## config.mk

```make
export PLATFORM = sky130hd
export DESIGN_NAME = mem_arbiter
export DESIGN_NICKNAME = d
export VERILOG_FILES = /design/src/rtl/mem_arbiter.sv
export SDC_FILE = /design/constraint.sdc
export NUM_CORES = 1
export LEC_CHECK = 0
export CAP_MARGIN = 20
export CORE_AREA = 2 2 381 383
export DETAILED_ROUTE_END_ITERATION = 10
export DIE_AREA = 0 0 383 385
export HOLD_SLACK_MARGIN = 0.02
export PLACE_DENSITY = 0.38
export REMOVE_ABC_BUFFERS = 1
export SLEW_MARGIN = 20
export SYNTH_ARGS = -nofsm -noshare
export SYNTH_HDL_FRONTEND = slang
export SYNTH_SLANG_ARGS = --single-unit
```

## constraint.sdc

```tcl
create_clock -name clk -period 4.3 [get_ports clk]
set_input_delay 0.645 -clock clk [delete_from_list [all_inputs] [get_ports clk]]
set_output_delay 0.645 -clock clk [all_outputs]
set_load 0.05 [all_outputs]
```

## src/rtl/mem_arbiter.sv

```systemverilog
`default_nettype none
// +----------------------------------------------------------------------------+
// | mem_arbiter: round-robin arbiter sharing one line memory between the data  |
// | port (m0, read/write) and the refill port (m1, read-only). Rev 1.0         |
// +----------------------------------------------------------------------------+
module mem_arbiter #(
  parameter int              WAIT_CYCLES = 2,
  parameter int              ADDR_W      = 32,
  parameter int              DATA_W      = 32,
  parameter int              LINE_W      = 256,
  parameter int              SEL_W       = 2,
  parameter logic [SEL_W-1:0] BYTE_SEL   = 'd1,
  parameter logic [SEL_W-1:0] HALF_SEL   = 'd2,
  parameter logic [SEL_W-1:0] WORD_SEL   = 'd3
) (
  input  logic              clk,
  input  logic              rst_n,
  input  logic              m0_req,
  input  logic              m0_we,
  input  logic [ADDR_W-1:0] m0_addr,
  input  logic [DATA_W-1:0] m0_wdata,
  input  logic [SEL_W-1:0]  m0_sel,
  output logic              m0_ack,
  output logic [LINE_W-1:0] m0_rdata,
  input  logic              m1_req,
  input  logic [ADDR_W-1:0] m1_addr,
  output logic              m1_ack,
  output logic [LINE_W-1:0] m1_rdata,
  output logic              busy,
  output logic              mem_ce,
  output logic [ADDR_W-1:0] mem_rd_addr,
  input  logic [LINE_W-1:0] mem_rd_data,
  output logic [ADDR_W-1:0] mem_wr_addr,
  output logic [DATA_W-1:0] mem_wr_data,
  output logic [SEL_W-1:0]  mem_wr_sel,
  output logic              mem_we
);

  localparam int OFS_W = $clog2(LINE_W / 8);

  localparam logic [1:0] IDLE = 2'd0;
  localparam logic [1:0] WAIT = 2'd1;
  localparam logic [1:0] DONE = 2'd2;

  logic [1:0]        state;
  logic              owner;       // 0 = m0, 1 = m1
  logic              last_grant;  // 1 = m1 was granted last
  logic              we_q;
  logic [ADDR_W-1:0] addr_q;
  logic [DATA_W-1:0] wdata_q;
  logic [SEL_W-1:0]  sel_q;
  logic [3:0]        cnt;

  logic              pick_m1;
  logic              sel_ok;
  logic [ADDR_W-1:0] line_addr;

  assign pick_m1   = m1_req && (!m0_req || !last_grant);
  assign sel_ok    = (sel_q == BYTE_SEL) || (sel_q == HALF_SEL) || (sel_q == WORD_SEL);
  assign line_addr = {addr_q[ADDR_W-1:OFS_W], {OFS_W{1'b0}}};

  // Reads present the line-aligned address on both ports so the memory sees one address.
  assign mem_rd_addr = we_q ? addr_q : line_addr;
  assign mem_wr_addr = mem_rd_addr;
  assign mem_wr_data = wdata_q;
  assign mem_wr_sel  = sel_q;

  assign busy   = (state != IDLE);
  assign mem_ce = (state == WAIT) && !we_q;
  assign mem_we = (state == DONE) && we_q && sel_ok;
  assign m0_ack = (state == DONE) && !owner;
  assign m1_ack = (state == DONE) && owner;

  always_ff @(posedge clk or negedge rst_n) begin
    if (!rst_n) begin
      state      <= IDLE;
      owner      <= 1'b0;
      last_grant <= 1'b1;
      we_q       <= 1'b0;
      addr_q     <= '0;
      wdata_q    <= '0;
      sel_q      <= '0;
      cnt        <= '0;
      m0_rdata   <= '0;
      m1_rdata   <= '0;
    end else begin
      case (state)
        IDLE: begin
          if (m0_req || m1_req) begin
            state      <= WAIT;
            owner      <= pick_m1;
            last_grant <= pick_m1;
            cnt        <= 4'(WAIT_CYCLES - 1);
            if (pick_m1) begin
              we_q   <= 1'b0;
              addr_q <= m1_addr;
            end else begin
              we_q    <= m0_we;
              addr_q  <= m0_addr;
              wdata_q <= m0_wdata;
              sel_q   <= m0_sel;
            end
          end
        end
        WAIT: begin
          if (cnt == 4'd0) begin
            state <= DONE;
            if (!we_q) begin
              if (owner) m1_rdata <= mem_rd_data;
              else       m0_rdata <= mem_rd_data;
            end
          end else begin
            cnt <= cnt - 4'd1;
          end
        end
        DONE:    state <= IDLE;
        default: state <= IDLE;
      endcase
    end
  end

endmodule
`default_nettype wire

```

==> flow_metrics.tcl <==
set metrics [dict create \
    fin_util_pct 25.7 \
    clockBufferDepth 3 \
    cp-start-kind "flip-flop" \
    clkTransAtPathRegs_ps 60 \
    drc 0 \
    synth_top_area_share_pct 64.8 \
    cts_root_buf "clkbuf_16" \
    die_h_um 385 \
    crit_path_end_kind "flip-flop" \
    yosys.area.top_type "dfrtp_1" \
    clock_sinks 587 \
    antenna_found_initial 27 \
    final_cell_mix "972 x clkdlybuf4s50_1, 586 x dfrtp_1, 441 x mux2_2" \
    ys_top_cells_by_area "dfrtp_1 65%, mux2_2 22%, mux2_1 5.3%" \
    finalSetupViolCount 0 \
    first_iter_violations 459 \
    path_class "reg2reg" \
    critical_path.top_delay_family "buffers and inverters" \
    status "finished, final reports clean" \
    drv_slew 0 \
    start_util_pct 15.8 \
    yosys_warnings 0 \
    grt_pass1_vias 17400 \
    fin_crit_sh_pct 74.5 \
    cts_buffers 77 \
    dieArea_mm2 0.147 \
    rows 139 \
    fin_nets 2689 \
    synth_seq_cells 587 \
    syn_inst 1377 \
    worstPathArrival_ps 3730 \
    drt_pass1_iterations 4 \
    yosysUniqueCellTypes 34 \
    synth.cell_area_mm2 0.0226 \
    crit_fanout 67 \
    dpl.hpwl_mm 67.9 \
    clock_skew_ps 18.5 \
    min_period_ps 3200 \
    fp.dieW_um 383 \
    clkLatencyLatePin_ps 660 \
    rsz0062_at_grt "no" \
    hold_viol_final 0 \
    yosysSeqAreaShare_pct 64.9 \
    required_ps 4820 \
    wl_per_cell_um 20.9 \
    grt_overflow 0 \
    worst_slew_pin_slew_ps 1000 \
    cts_setup_buffers 0 \
    place.gp.congestion 0.819 \
    max-cap-violations 0 \
    crit_path_top_delay_cell "buf_4" \
    cp_num_buf_inv 3 \
    grt_max_degree 101 \
    layout_commonest_cell "clkdlybuf4s50_1" \
    slowest_delay_ps 880 \
    route.antenna.remaining_nets 0 \
    max_freq_ghz 0.312 \
    cp_common_cell "buf_4" \
    grt_pass1_wl_mm 128 \
    grt_usage_pct 11.9 \
    via_count 15500 \
    via_per_inst 3.60 \
    syn_area_per_cell_um2 16.4 \
    cp_cell_sequence "inv_1, ha_1, nor3b_2, nand3_4, buf_4, buf_4, mux2_2" \
    slew_headroom_pct 33.1 \
    area_delta_synth_final_pct 62.2 \
    cts_tree "built" \
    core_area_mm2 0.143 \
    drive_gt1_share_pct 25.3 \
    htreeDepth 3 \
    totalWireLength_mm 89.6 \
    holdCritPathClass "reg2reg" \
    port_buffers 973 \
    io_pins 974 \
]
-- Yosys cell counts --
| master | instances |
|---|---|
| nand3b_1 | 1 |
| buf_2 | 35 |
| o221ai_1 | 1 |
| nor3b_1 | 1 |
| nand3_1 | 1 |
| nor4b_1 | 1 |
| nor3b_2 | 1 |
| dfstp_2 | 1 |
| or3b_2 | 1 |
| clkbuf_1 | 12 |
| mux2_1 | 106 |
| nor3b_4 | 1 |
| a21boi_0 | 2 |
| a22o_1 | 3 |
| mux2i_1 | 1 |
| a221o_1 | 32 |
| nor2_2 | 1 |
| inv_1 | 4 |
| o21a_1 | 1 |
| dfrtp_1 | 586 |
| and3_1 | 34 |
| o21ai_0 | 4 |
| nand2_1 | 2 |
| buf_4 | 62 |
| o2111a_1 | 1 |
| and2_1 | 5 |
| nor2b_1 | 2 |
| nor2_1 | 2 |
| buf_6 | 24 |
| nor3_1 | 3 |
| mux2_2 | 441 |
| ha_1 | 2 |
| nand2b_1 | 2 |
| o21ai_1 | 1 |
-- stage by stage --
stage / setup WS [ps] / setup TNS, ps / std cells / hold slack [ps] / area [µm²]
global placement: 1130 / 0 / 4151 / 474 / 34100
finish: 1100 / 0 / 4297 / 487 / 36700
floorplan: -5250 / -2560230 / 1244 / 349 / 21700
CTS: 998 / 0 / 4286 / 493 / 36700
detailed placement: 1090 / 0 / 4151 / 481 / 34100
global route: 903 / 0 / 4297 / 500 / 36700
-- area by class of cell --
class | instances | area [µm²]
well taps | 1903 | 2380
multi-input cells | 653 | 7000
repair buffers | 1005 | 10100
inverters | 4 | 15.0
clock buffers | 110 | 2260
flip-flops and latches | 587 | 14700
clock inverters | 24 | 282
fillers | 14900 | 106000
diodes | 11 | 27.5
-- flip-flops by register name, indices dropped and copies added, names as in the netlist --
register and flops:
state 2, mem_wr_sel 2, m1_rdata 256, addr_q 32, m0_rdata 256, last_grant 1
owner 1, cnt 4, we_q 1, mem_wr_data 32
-- final timing paths --
kind | from | to | slack (ps) | cells past startpoint
hold reg to reg | m1_rdata[20] | m1_rdata[20] | 490 | 1
max in group asynchronous | rst_n | owner | 2540 | 3
setup / recovery | cnt[0] | m1_rdata[83] | 1100 | 7
setup reg to reg | cnt[0] | m1_rdata[83] | 1100 | 7
min in group asynchronous | rst_n | m1_rdata[110] | 590 | 2
hold / removal | m1_rdata[20] | m1_rdata[20] | 490 | 1
-- cell families after synthesis --
logic type               Yosys count  share of synthesized area, %
flip-flops                       587                          64.9
multiplexers                     548                          27.2
buffers and inverters            137                          4.29
AND/OR/NAND/NOR                   58                          1.65
AO/OA/AOI/OAI                     45                          1.83
adder cells (fa/ha/maj)            2                         0.110
-- worst register-to-register path, stage by stage (launching register included) --
cell	delay, ps
dfrtp_1	360
inv_1	90
ha_1	240
nor3b_2	200
nand3_4	90
buf_4	610
buf_4	990
mux2_2	510
-- timing repair --
item	4_1_cts	5_1_grt
endpoints found under the hold margin	11	0
hold buffers	1	0
resized for setup	0	0
-- per-layer routing --
layer / wire, µm / track usage [%] / part of all wire, % / up-vias
met2: 43500 / 19.6 / 49 / 665
met1: 33200 / 12.9 / 37 / 7819
met5: 105 / 0 / 0.12 / -
met3: 9610 / 5.67 / 11 / 164
li1: - / - / - / 6807
met4: 3140 / 5.03 / 3.5 / 18
Power is left out: the tool's default activity adds up to more than one toggle a clock period on the data nets, which glitch-free logic cannot reach.
